`config.mk`:
```
export PLATFORM = sky130hd
export DESIGN_NAME = audio_frame_scheduler
export DESIGN_NICKNAME = d
export VERILOG_FILES = /design/src/rtl/audio_frame_scheduler.sv
export SDC_FILE = /design/constraint.sdc
export NUM_CORES = 1
export LEC_CHECK = 0
export CAP_MARGIN = 30
export CELL_PAD_IN_SITES_DETAIL_PLACEMENT = 0
export CELL_PAD_IN_SITES_GLOBAL_PLACEMENT = 1
export CORE_ASPECT_RATIO = 0.7
export CORE_MARGIN = 10
export CORE_UTILIZATION = 49
export CTS_BUF_LIST = sky130_fd_sc_hd__clkbuf_16
export DETAILED_ROUTE_END_ITERATION = 6
export PLACE_DENSITY_LB_ADDON = 0.1
export SYNTH_ARGS = -nofsm -noshare
export SYNTH_HDL_FRONTEND = slang
export SYNTH_SLANG_ARGS = --single-unit
```
`constraint.sdc`:
```
create_clock -name clk -period 2.5 [get_ports clk]
set_input_delay 0.25 -clock clk [delete_from_list [all_inputs] [get_ports clk]]
set_output_delay 0.25 -clock clk [all_outputs]
set_load 0.01 [all_outputs]
```
`src/rtl/audio_frame_scheduler.sv`:
```
// Ping-pong frame buffer between the DSP synthesis chain and the UART byte transmitter.
// One bank fills with sample top-bytes while the other streams out as SYNC + BUF_LEN bytes.
module audio_frame_scheduler #(
  parameter int         BITS      = 16,
  parameter int         BUF_LEN   = 32,
  parameter logic [7:0] SYNC_BYTE = 8'hA5
) (
  input  logic            clk,
  input  logic            rst,
  input  logic            frame_tick,
  input  logic            sample_strobe,
  input  logic [BITS-1:0] sample_in,
  output logic            dsp_en,
  output logic [7:0]      tx_data,
  output logic            tx_valid,
  input  logic            tx_ready,
  output logic [7:0]      frame_count,
  output logic [7:0]      overrun_count,
  output logic            busy
);

  localparam int               IDX_W    = $clog2(BUF_LEN);
  localparam logic [IDX_W-1:0] LAST_IDX = IDX_W'(BUF_LEN - 1);

  typedef enum logic {F_IDLE, F_FILL} fill_state_t;
  typedef enum logic [1:0] {D_IDLE, D_SYNC, D_DATA} drain_state_t;

  function automatic logic [7:0] capture_byte(input logic signed [BITS-1:0] s);
    return 8'(s >>> (BITS - 8));
  endfunction

  function automatic logic [7:0] sat_inc8(input logic [7:0] v);
    return (v == 8'hFF) ? v : v + 8'd1;
  endfunction

  fill_state_t      f_state_q, f_state_d;
  drain_state_t     d_state_q, d_state_d;
  logic [IDX_W-1:0] wr_idx_q, wr_idx_d;
  logic [IDX_W-1:0] rd_idx_q, rd_idx_d;
  logic             wr_bank_q, wr_bank_d;
  logic             rd_bank_q, rd_bank_d;
  logic [1:0]       full_q, full_d;
  logic [7:0]       frame_count_q, frame_count_d;
  logic [7:0]       overrun_count_q, overrun_count_d;

  logic [7:0]       mem_q [2][BUF_LEN];

  logic signed [BITS-1:0] sample_s;
  logic                   fill_accept;
  logic                   fill_write;
  logic                   fill_done;
  logic                   overrun_hit;
  logic                   tx_fire;
  logic                   drain_done;

  assign sample_s = sample_in;

  // ---- fill side: event decode ----
  always_comb begin
    fill_accept = (f_state_q == F_IDLE) && frame_tick && !full_q[wr_bank_q];
    fill_write  = (f_state_q == F_FILL) && sample_strobe;
    fill_done   = fill_write && (wr_idx_q == LAST_IDX);
    overrun_hit = frame_tick && ((f_state_q == F_FILL) || full_q[wr_bank_q]);
  end

  always_comb begin
    f_state_d = f_state_q;
    case (f_state_q)
      F_IDLE:  if (fill_accept) f_state_d = F_FILL;
      F_FILL:  if (fill_done)   f_state_d = F_IDLE;
      default: f_state_d = F_IDLE;
    endcase
  end

  always_comb begin
    wr_idx_d  = wr_idx_q;
    wr_bank_d = wr_bank_q;
    if (fill_accept) begin
      wr_idx_d = '0;
    end else if (fill_done) begin
      wr_idx_d  = '0;
      wr_bank_d = ~wr_bank_q;
    end else if (fill_write) begin
      wr_idx_d = wr_idx_q + 1'b1;
    end
  end

  // ---- drain side: event decode and next state ----
  always_comb begin
    tx_fire    = tx_valid && tx_ready;
    drain_done = (d_state_q == D_DATA) && tx_fire && (rd_idx_q == LAST_IDX);
  end

  always_comb begin
    d_state_d = d_state_q;
    case (d_state_q)
      D_IDLE:  if (full_q[rd_bank_q]) d_state_d = D_SYNC;
      D_SYNC:  if (tx_fire)           d_state_d = D_DATA;
      D_DATA:  if (drain_done)        d_state_d = D_IDLE;
      default: d_state_d = D_IDLE;
    endcase
  end

  always_comb begin
    rd_idx_d  = rd_idx_q;
    rd_bank_d = rd_bank_q;
    if ((d_state_q == D_SYNC) && tx_fire) begin
      rd_idx_d = '0;
    end else if (drain_done) begin
      rd_idx_d  = '0;
      rd_bank_d = ~rd_bank_q;
    end else if ((d_state_q == D_DATA) && tx_fire) begin
      rd_idx_d = rd_idx_q + 1'b1;
    end
  end

  // The filling and draining banks always differ, so both full-bit updates may land together.
  always_comb begin
    full_d = full_q;
    if (fill_done)  full_d[wr_bank_q] = 1'b1;
    if (drain_done) full_d[rd_bank_q] = 1'b0;
  end

  always_comb begin
    frame_count_d   = frame_count_q;
    overrun_count_d = overrun_count_q;
    if (drain_done)  frame_count_d   = frame_count_q + 8'd1;
    if (overrun_hit) overrun_count_d = sat_inc8(overrun_count_q);
  end

  // ---- output decode ----
  always_comb begin
    tx_valid = (d_state_q != D_IDLE);
    case (d_state_q)
      D_SYNC:  tx_data = SYNC_BYTE;
      D_DATA:  tx_data = mem_q[rd_bank_q][rd_idx_q];
      default: tx_data = 8'h00;
    endcase
    dsp_en        = (f_state_q == F_FILL);
    busy          = (f_state_q == F_FILL) || (d_state_q != D_IDLE) || (|full_q);
    frame_count   = frame_count_q;
    overrun_count = overrun_count_q;
  end

  // ---- control registers ----
  always_ff @(posedge clk or posedge rst) begin
    if (rst) begin
      f_state_q       <= F_IDLE;
      d_state_q       <= D_IDLE;
      wr_idx_q        <= '0;
      rd_idx_q        <= '0;
      wr_bank_q       <= 1'b0;
      rd_bank_q       <= 1'b0;
      full_q          <= 2'b00;
      frame_count_q   <= 8'd0;
      overrun_count_q <= 8'd0;
    end else begin
      f_state_q       <= f_state_d;
      d_state_q       <= d_state_d;
      wr_idx_q        <= wr_idx_d;
      rd_idx_q        <= rd_idx_d;
      wr_bank_q       <= wr_bank_d;
      rd_bank_q       <= rd_bank_d;
      full_q          <= full_d;
      frame_count_q   <= frame_count_d;
      overrun_count_q <= overrun_count_d;
    end
  end

  // ---- sample storage (no reset; stale bytes are never read before being rewritten) ----
  always_ff @(posedge clk) begin
    if (fill_write) mem_q[wr_bank_q][wr_idx_q] <= capture_byte(sample_s);
  end

endmodule
```
## Word level (Yosys, flattened, before mapping)

Memories as Yosys holds them, arrays and structs flattened.
Cells that the tools add are included.

| storage, ports and cells | value |
|---|---|
| memories kept | 1 |
| bits in writable memories | 512 |
| logic and storage cells | 96 |
| bits of input ports | 21 |
| flip-flop bits (word level) | 33 |
| output and inout bits | 27 |

Memories:

| name | words | bits a word | rd ports | clocked after memory_dff | wr ports | line | RTL |
|---|---|---|---|---|---|---|---|
| mem_q | 2 | 256 | 1 | 0 | 1 | 46 | `logic [7:0] mem_q [2][BUF_LEN];` |

| cells by class | value |
|---|---|
| bitwise logic cells | 11 |
| $add $sub $neg | 4 |
| equal/unequal tests | 8 |
| muxes and demuxes | 31 |
| reduce and logical (&&, ||, !) cells | 25 |
| order comparisons | 7 |

Operators by type and width:

| cell | number |
|---|---|
| $mux W256 | 1 |
| $bmux W8 S5 | 1 |
| $demux W8 S5 | 1 |
| $mux W5 | 6 |
| $mux W8 | 3 |
| $add A8 B1 Y8 const B | 2 |
| $pmux W8 S2 | 1 |
| $ge A6 B6 Y1 const B | 2 |
| $logic_and A1 B1 Y1 | 12 |
| $not A5 Y6 | 2 |
| $add A5 B1 Y5 const B | 2 |
| $eq A5 B5 Y1 const B | 2 |
| $mux W2 | 5 |
| $mux W1 | 9 |
| $eq A8 B8 Y1 const B | 1 |
| $lt A6 B1 Y1 const B | 1 |
| $ne A2 B2 Y1 const B | 3 |
| $not A1 Y1 | 6 |
| $pmux W2 S3 | 1 |
| $reduce_and A2 Y1 | 3 |
| $reduce_bool A3 Y1 | 2 |
| $lt A1 B2 Y1 const B | 2 |
| $logic_or A1 B1 Y1 | 3 |
| $reduce_and A3 Y1 | 1 |
| other kinds (12) | 14 |

## Logic depth before layout (Yosys ltp)

| logic depth | value |
|---|---|
| depth in word-level cells | 8 |
| gate-level depth with buffers | 10 |
| gate-level depth less buffers | 8 |

## Least setup slack after synthesis

No wires, ideal clock.

| timing path | value |
|---|---|
| path type | reg2reg |
| start | register rd_idx_q[2] |
| end | register frame_count_q[7] (netlist: frame_count[7]) |
| path slack | 0.171 ns |
| library setup time | 0.124 ns |
| clock period less this slack | 2.329 ns |
| arrival time | 2.205 ns |
| cell stages (with the launch flop) | 11 |
| path through | dfrtp_1 -> clkbuf_1 -> buf_2 -> and3_1 -> ha_1 -> and4b_1 -> clkbuf_1 -> nand4_1 -> nor2_1 -> nand4_1 -> xnor2_1 |

| between the ends | value |
|---|---|
| longest elaborated chain between the ends | 2 |

Ends and longest elaborated chain:

| item | line | RTL |
|---|---|---|
| start: declaration | 39 | `logic [IDX_W-1:0] rd_idx_q, rd_idx_d;` |
| start signal: assignment | 161 | `rd_idx_q <= rd_idx_d;` |
| $eq A5 B5 Y1 | 91 | `drain_done = (d_state_q == D_DATA) && tx_fire && (rd_idx_q == LAST_IDX);` |
| $logic_and A1 B1 Y1 | 91 |  |
| end signal: assignment | 165 | `frame_count_q <= frame_count_d;` |
| end: declaration | 43 | `logic [7:0] frame_count_q, frame_count_d;` |

No other way between the ends.
A chain may end at the register's enable or synchronous reset.

## Worst setup path after layout

| timing path | value |
|---|---|
| start | register rd_bank_q |
| end | output tx_data[1] |

| between the ends | value |
|---|---|
| longest elaborated chain between the ends | 5 |

Ends and longest elaborated chain:

| item | line | RTL |
|---|---|---|
| start: declaration | 41 | `logic rd_bank_q, rd_bank_d;` |
| start signal: assignment | 163 | `rd_bank_q <= rd_bank_d;` |
| $mem_v2 Z2 W256 | - |  |
| $bmux W8 S5 | 136 | `D_DATA: tx_data = mem_q[rd_bank_q][rd_idx_q];` |
| $mux W8 (implied by the code) (2 in series) | 136 |  |
| $pmux W8 S2 | 134 | `case (d_state_q)` |
| end: declaration | 14 | `output logic [7:0] tx_data,` |

No other way between the ends. The select of a mux whose other input is x is not followed.

==> impl_metrics.py <==
metrics = {
    "sta": {
        "fin_skew_ns": 0.0265,
        "drv_slew": 0,
        "worst_slew_pin_slew_ns": 0.901,
        "max_slew_margin_pct": 39.8,
        "fin_crit_ns": 3.15,
        "fmax_ghz": 0.317,
        "fin_crit_sh_pct": 126,
        "finalSetupViolCount": 8,
        "fin_ws_ns": -0.650,
        "hold_viol_final": 0,
        "holdWs_ns": 0.170,
        "rsz0062_at_grt": "true",
    },
    "detailed_routing": {
        "drc": 0,
        "drt-vias-per-instance": 5.80,
        "first_iter_violations": 1404,
        "vias": 12031,
        "finalWirelength_um": 56500,
        "wl_per_cell_um": 27.2,
        "ant_nets": 0,
        "dr.pass1.iters": 5,
    },
    "die": {
        "top_level_ports": 48,
        "rows": 64,
        "die_x_um": 271,
        "start_util_pct": 49.5,
        "core_area_mm2": 0.0436,
        "fp.dieArea_mm2": 0.0531,
        "die_y_um": 196,
    },
    "synth": {
        "synth_ff_type": "edfxtp_1",
        "syn_area_per_cell_um2": 18.8,
        "synth_edf_count": 512,
        "synthArstFlopShare_pct": 6.06,
        "synth_cells": 1150,
        "yosys_warnings": 0,
        "synth-seq-area-share_pct": 74.9,
        "syn-cell-area_mm2": 0.0216,
        "ys_ff_latch": 545,
        "synth_nets": 1183,
        "ys_types": 52,
    },
    "place": {
        "gp_congestion": 0.833,
        "hpwl_um": 36400,
        "port_buffers": 39,
        "placed_area_mm2": 0.0243,
        "dp_cells": 1963,
    },
    "final_layout": {
        "instances_no_fill": 2075,
        "final_nets": 1472,
        "finalInstanceArea_mm2": 0.0267,
        "drive_gt1_share_pct": 34.9,
        "fin_util_pct": 61.2,
        "n_antenna_cell": 0,
        "syn_to_final_growth_pct": 23.6,
    },
    "power": {
        "p_total_mw": 23.4,
        "p_leak_nw": 8.93,
        "powerDensity_mw_per_mm2": 875,
        "ir_drop_mv": 0.637,
    },
    "job": {
        "maxCapViolCount": 0,
    },
    "cts": {
        "cts_tree": "built",
        "clk_pin_slew_ns": 0.06,
        "cts_buffer_depth": 3,
        "hold_buffers": 0,
        "clock_latency_ns": 0.59,
        "cts_htree_levels": 2,
        "cts.sink_count": 545,
        "root_buffer": "clkbuf_16",
        "cts_buffers": 51,
    },
    "worst_setup_path": {
        "cp.arrival_ns": 2.90,
        "critPathTopFamily": "compound AO/OA/AOI/OAI gates",
        "r2r_start": "rd_idx_q[1]",
        "cp_max_fo": 8,
        "critical-path-max-stage-delay_ns": 0.56,
        "start_kind": "flop",
        "path_buf_inv": 3,
        "timing.rr.end": "frame_count[7]",
        "endpoint_kind": "output port",
        "path_class": "flop to output port",
        "r2r_cells": 10,
        "rrSetupSlack_ns": 0.14,
        "cp_cell_sequence": "buf_12, mux4_2, a22o_1, a211oi_2, buf_4, a21oi_2, a21o_1, buf_6",
        "cpMaxStageDelayCell": "dfrtp_4",
        "required_ns": 2.25,
    },
    "worst_hold_path": {
        "worstHoldPathType": "input port to asynchronous set/reset pin",
    },
    "grt": {
        "grt_max_degree": 65,
        "grt_pass1_vias": 11808,
        "overflow": 0,
        "grt_usage_pct": 21.3,
        "grt_pass1_wl_um": 83400,
        "antenna_found_initial": 0,
    },
    "run_status": {
        "status": "finished, violations left",
        "violations": "negative setup slack",
    },
}
where the power goes:
part           switching (mW)  internal (mW)  total, mW  leakage [nW]
combinational            2.80           2.17       4.98          3.03
clock                    3.32           4.60       7.92         0.882
sequential              0.228           10.3       10.5          5.02
total                    6.35           17.0       23.4          8.93
logic make-up after synthesis:
logic type	Yosys count	synth area share, %
flops	545	74.9
simple gates	185	3.94
mux	179	13.4
compound gates	144	4.48
buf+inv	69	1.86
xor+xnor	16	0.648
fa+ha+maj	12	0.694
metal layers:
layer,vias up,routed length (um),global-route usage (%)
met5,-,0,0
met4,0,854,3.70
li1,5241,-,-
met1,6301,26900,33.0
met3,64,3940,4.08
met2,425,24800,31.0
layout make-up:
type,instances,area (um^2)
Multi-Input combinational cell,536,5390
Timing Repair Buffer,295,2620
Clock inverter,43,412
Fill cell,3170,16900
Inverter,10,37.5
Tap cell,594,743
Clock buffer,52,1300
Sequential cell,545,16200
cell usage after synthesis (3+ instances only):
library cell	instances	area, um^2
o32ai_1	4	35.0
nor2_1	94	353
a211oi_1	20	150
and3_1	3	18.8
a22oi_1	20	150
nand4_1	7	43.8
edfxtp_1	512	15400
dfrtp_1	33	826
buf_4	5	37.5
nand3b_1	5	37.5
o22ai_1	17	106
buf_6	7	78.8
xnor2_1	11	96.3
a31oi_1	7	43.8
buf_12	3	60.1
nor2b_1	4	25.0
nor3_1	7	35.0
nand3_1	10	50.1
o21ai_1	3	15.0
mux4_2	89	2000
a21oi_1	30	150
o21ai_0	15	75.1
buf_2	10	50.1
clkbuf_1	29	109
ha_1	12	150
xor2_1	5	43.8
nor3b_1	3	22.5
mux2i_1	88	881
nand2b_1	4	25.0
nand2_1	35	131
a22o_1	10	87.6
inv_1	10	37.5
o221ai_1	11	96.3
buf_1	4	15.0
worst reg2reg max path, stage by stage (launching register included):
cell and delay, ns:
dfrtp_2 0.45, buf_6 0.23, buf_4 0.19, ha_1 0.21, and3_1 0.17, ha_1 0.16
and4b_1 0.28, nand4_1 0.13, nor2_1 0.16, nand4_1 0.13, xnor2_1 0.14
state kept, by name, indices dropped and copies added (netlist names):
signal         count
rd_idx_q           5
overrun_count      8
full_q             2
mem_q            512
wr_bank_q          1
wr_idx_q           5
rd_bank_q          1
d_state_q          2
frame_count        8
dsp_en             1
worst max-delay path by stage:
stage	start	to	slack (ns)	depth (start not counted)
CTS	rd_bank_q	tx_data[1]	-0.67	8
floorplan	rd_idx_q[2]	frame_count[7]	0.17	10
global route	rd_bank_q	tx_data[1]	-0.70	8
detailed placement	rd_bank_q	tx_data[1]	-0.53	8
finish	rd_bank_q	tx_data[1]	-0.65	8
global placement	rd_bank_q	tx_data[1]	-0.52	8
metrics by stage:
step,setup TNS [ns],setup slack (ns)
4_1_cts,-5.09,-0.668
6_report,-4.56,-0.650
3_5_place_dp,-3.39,-0.527
2_1_floorplan,0,0.171
5_1_grt,-5.21,-0.701
3_3_place_gp,-3.29,-0.523
placed cells by master, fill, tap and decap left out, types with 6 or more instances in the layout:
master / Yosys / routed
nand3_1: 10 / 10
nor2_1: 94 / 93
a22o_1: 10 / 7
dfrtp_1: 33 / 30
o221ai_1: 11 / 10
a211oi_2: 0 / 15
buf_6: 7 / 15
a21oi_2: 0 / 10
buf_4: 5 / 221
clkbuf_16: 0 / 53
buf_12: 3 / 17
mux2i_1: 88 / 83
a21oi_1: 30 / 20
bufinv_16: 0 / 8
mux4_2: 89 / 89
nand4_1: 7 / 7
inv_1: 10 / 20
nand2_1: 35 / 31
a31oi_1: 7 / 6
a22oi_2: 0 / 12
clkinv_1: 0 / 9
clkdlybuf4s50_1: 0 / 22
o22ai_1: 17 / 11
a22oi_1: 20 / 8
ha_1: 12 / 11
o21ai_0: 15 / 15
clkinv_2: 0 / 8
xnor2_1: 11 / 11
edfxtp_1: 512 / 512
buf_2: 10 / 11
o22ai_2: 0 / 6
what timing repair did:
item                       CTS  global route
resized for setup          106            31
setup buffers                8             7
pin swaps                   23            16
setup endpoints to repair    9            13
gates cloned                 5             1
Power figures use the tool's default switching activity.
==> variant 1 (config.mk and constraints unchanged) <==
Re-encode `drain_state_t` (3 states) as one-hot, 3 bits wide.
--- a/src/rtl/audio_frame_scheduler.sv
+++ b/src/rtl/audio_frame_scheduler.sv
@@ -24,5 +24,5 @@
 
   typedef enum logic {F_IDLE, F_FILL} fill_state_t;
-  typedef enum logic [1:0] {D_IDLE, D_SYNC, D_DATA} drain_state_t;
+  typedef enum logic [2:0] {D_IDLE = 3'b001, D_SYNC = 3'b010, D_DATA = 3'b100} drain_state_t;
 
   function automatic logic [7:0] capture_byte(input logic signed [BITS-1:0] s);
Check against the original RTL: same outputs for any inputs over 4 cycles, from zero or initial values and one cycle with rst high; so few cycles prove little.
==> variant 1 against the original RTL <==
- the flow still finishes with violations (setup timing)
- sequential share of layout area shrank 0.29 points
- final area grew 0.64%
- area after synthesis is 0.23% higher
- highest routed layer unchanged
- worst setup slack got worse by 48 ps
- largest cell class unchanged
- sequential cell count up 1
- maximum frequency is 1.5% lower
- wire length decreased by 3.5%
- via count is 2.0% lower
Power is not compared: it rests on default switching activity, and its combinational part moved more than twofold at a synthesized area within 25%.
==> variant 1: results (changes against the original RTL) <==
stage	metric	value	unit	change
run_status	status	complete, but fails checks		
run_status	failing checks	setup timing		
timing	Hold WS	64.0	ps	-105 ps
clocking	worst skew pair latency	570	ps	-20 ps
drt	vias per cell	5.84		+0.72%
grt	initial antenna violation count	3		+3
drt	metal3 WL	4570	µm	+16%
layout	ant diodes	0		unchanged
drt	Metal-1 WL	25300	µm	-5.8%
min_path	worst hold path class	primary input to flop		
setup_path	RR Startpoint	rd_idx_q[0]		
logic_synthesis	top cells by count, synth	edfxtp_1 (512), mux4_2 (115), nor2_1 (84)		
logic_synthesis	top post-synthesis cells by area	edfxtp_1 (71%), mux4_2 (12%), dfrtp_1 (3.8%)		
grt	grt met1 use	0.322		-0.00806
grt	Tot GR Track Use	0.206		-0.00707
placement	Final HPWL DP	35500	µm	-2.3%
setup_path	RR Endpoint	rd_bank_q		
logic_synthesis	Seq/Total Area, Yosys	0.749		about the same
layout	share of post-route cells with drive strength above 1	0.378		+0.0285
drt	1st-iter DRT viols	1492		+6.3%
logic_synthesis	syn_nets	1144		-3.3%
layout	final-stage net count	1417		-3.7%
placement	placed insts	1892		-3.6%
timing	max_slew headroom	0.489		+0.0907
drt	1st-pass router iterations	5		unchanged
placement	Placer Congestion	0.838		+0.59%
setup_path	critical path peak fanout	5		-3
setup_path	Max stage delay on crit path	540	ps	-20 ps
setup_path	reg-to-reg slack, setup	90	ps	-50 ps
grt	met2 GRT Util	0.292		-0.0181
clocking	Post-CTS Setup Repair Bufs	21		+13
timing	Final WS setup	-698	ps	-47.9 ps
drt	Routed WL per cell	27.0	µm	-0.81%
clocking	post_cts resized	114		+7.5%
grt	Global Route met3 Usage	0.0443		+0.00352
logic_synthesis	asr flop ratio synth	0.0623		+0.00172
placement	dpl ws	-515	ps	+12.5 ps
logic_synthesis	Mean Syn Cell Area	19.5	µm²	+3.5%
layout	Finished Layout Cells	2019		-2.7%
timing	final setup vio count	8		unchanged
power	Sequential Power	10400	µW	
setup_path	worst setup path end	tx_data[0]		
placement	placed instance area	0.0242	mm²	-0.36%
setup_path	Arr. time, crit path	2950	ps	+50 ps
timing	Setup TNS	-4840	ps	-276 ps
drt	met2 routed WL	23700	µm	-4.2%
grt	global-route wire length before repair	81100	µm	-2.7%
==> variant 1: changes by cell type after synthesis, sizes merged, moves of 13 or more <==
cell,change
a211oi,-13
a21oi,-19
mux2,+30
mux2i,-67
mux4,+26
nand2,+26
==> variant 1: kinds of logic after synthesis <==
group,count (synthesis),share of synthesized area
and+or+nand+nor,220,0.0473
muxes,168,0.146
AOI/OAI and AO/OA,89,0.0294
adders and majority gates,9,0.00520
xor gates and xnor gates,16,0.00647
DFF,546,0.749
buffers and inverters,66,0.0170
==> variant 1: worst max-delay path, delay by kind of cell, from the launching register on <==
kind                   cells  cell delay, ps
buffers and inverters      4             630
flip-flops                 1             540
multiplexers               1             490
AO/OA/AOI/OAI              2             430
AND/OR/NAND/NOR            2             280
==> variant 1: cell type report <==
cell class	count	area, µm²
Fill cell	3159	16800
Clock inverter	38	300
Timing Repair Buffer	277	2740
Tap cell	594	743
Sequential cell	546	16200
Clock buffer	53	1330
Multi-Input combinational cell	502	5510
Inverter	9	33.8
==> variant 2 (config.mk and constraints unchanged) <==
Without the edit above. Change the parameter `BUF_LEN` from 32 to 16.
--- a/src/rtl/audio_frame_scheduler.sv
+++ b/src/rtl/audio_frame_scheduler.sv
@@ -3,5 +3,5 @@
 module audio_frame_scheduler #(
   parameter int         BITS      = 16,
-  parameter int         BUF_LEN   = 32,
+  parameter int         BUF_LEN   = 16,
   parameter logic [7:0] SYNC_BYTE = 8'hA5
 ) (
Behaviour: same outputs for any inputs over 4 cycles, from zero or initial values and one cycle with rst high; that may be too few to reach the edited logic, so the function may still have changed.
==> variant 2 against the original RTL <==
- the flow still finishes with violations (setup timing)
- sequential cell count is 258 lower
- power down 45%
- area after synthesis fell by 45%
- worst setup slack better by 260 ps
- die area shrank 41%
- worst hold slack worse by 96 ps
- wire length is 49% lower
- global-route usage down 2.5 points
- utilization grew 0.88 points
- critical path depth down 2
- final area down 45%
==> variant 2: results (changes against the original RTL) <==
stage	metric	value	unit	change
setup_path	FF-to-FF path depth	7		-3
grt	global-route wire length before repair	43400	µm	-48%
setup_path	Arr. time, crit path	2640	ps	-260 ps
setup_path	RR Endpoint	frame_count[6]		
power	worst vdd ir	585	µV	-8.1%
logic_synthesis	top post-synthesis cells by area	edfxtp_1 (65%), mux4_1 (6.8%), dfrtp_1 (6.5%)		
clocking	H-tree depth	1		-1
run_status	failing checks	setup timing		
logic_synthesis	syn_nets	695		-41%
setup_path	critical path peak fanout	11		+3
clocking	TritonCTS buffer count	28		-45%
grt	vias in the first global route	6770		-43%
placement	dpl ws	-501	ps	+26.3 ps
timing	Hold WS	73.8	ps	-95.7 ps
timing	Final WS setup	-391	ps	+259 ps
run_status	status	complete, but fails checks		
grt	grt met1 use	0.289		-0.0414
layout	Finished Layout Cells	1156		-44%
logic_synthesis	top cells by count, synth	edfxtp_1 (256), nor2_1 (39), mux2i_1 (38)		
drt	metal3 WL	1950	µm	-50%
grt	Global Route met3 Usage	0.0307		-0.0101
logic_synthesis	Cells after Synth	663		-42%
grt	met2 GRT Util	0.275		-0.0344
drt	Routed WL per cell	24.9	µm	-8.6%
logic_synthesis	Seq/Total Area, Yosys	0.710		-0.0389
timing	final setup vio count	8		unchanged
layout	share of post-route cells with drive strength above 1	0.308		-0.0412
timing	final setup skew	6.92	ps	-19.5 ps
setup_path	CP max stage cell	mux4_2		
logic_synthesis	asr flop ratio synth	0.108		+0.0475
[variant 2: cell types whose count changed in the layout (fill, tap and decap cells not counted), sizes merged, moves of 12 or more]
cell,before,now
buf,271,125
o22ai,17,0
mux2i,88,38
mux4,89,49
nor2b,4,17
edfxtp,512,256
a2111oi,0,12
inv,24,12
a21oi,30,8
clkbuf,53,29
a211oi,20,7
nor2,95,39
[variant 2: worst max-delay path by stage]
stage            endpoint  slack (ps)  depth (start not counted)
5_1_grt        tx_data[6]        -460                          7
3_3_place_gp   tx_data[5]        -510                          6
4_1_cts        tx_data[7]        -480                          8
6_report       tx_data[6]        -390                          6
3_5_place_dp   tx_data[5]        -500                          6
2_1_floorplan  tx_data[0]         320                          8
[variant 2: cell type report]
type	instances	area share
flip-flops and latches	287	0.574
multi-input cells	335	0.239
repair buffers	157	0.0963
clock buffers	29	0.0492
well taps	318	0.0270
clock inverters	22	0.0123
inverters	8	0.00204
[variant 2: timing repair]
item	CTS	global route
gates cloned	2	0
pin swaps	21	10
endpoints found under the setup margin	9	9
resized for setup	112	29
setup buffers	16	2
[variant 2: cell families after synthesis]
group	share of synthesized area
xor+xnor	0.0132
fa+ha+maj	0.0116
buf+inv	0.0230
flops	0.710
simple gates	0.0638
compound gates	0.0390
mux	0.139
[variant 2: metrics by stage]
stage | setup TNS (ps) | cell area (µm²)
floorplan | 0 | 11900
global placement | -2560 | 13300
detailed placement | -2620 | 13300
CTS | -3100 | 14700
global route | -3340 | 14800
finish | -2720 | 14800
[variant 2: where the power goes]
| part | internal, µW | switching, µW | total, µW |
|---|---|---|---|
| clock | 2400 | 1750 | 4150 |
| sequential | 5580 | 230 | 5810 |
| combinational | 1340 | 1550 | 2900 |
| total | 9330 | 3530 | 12900 |
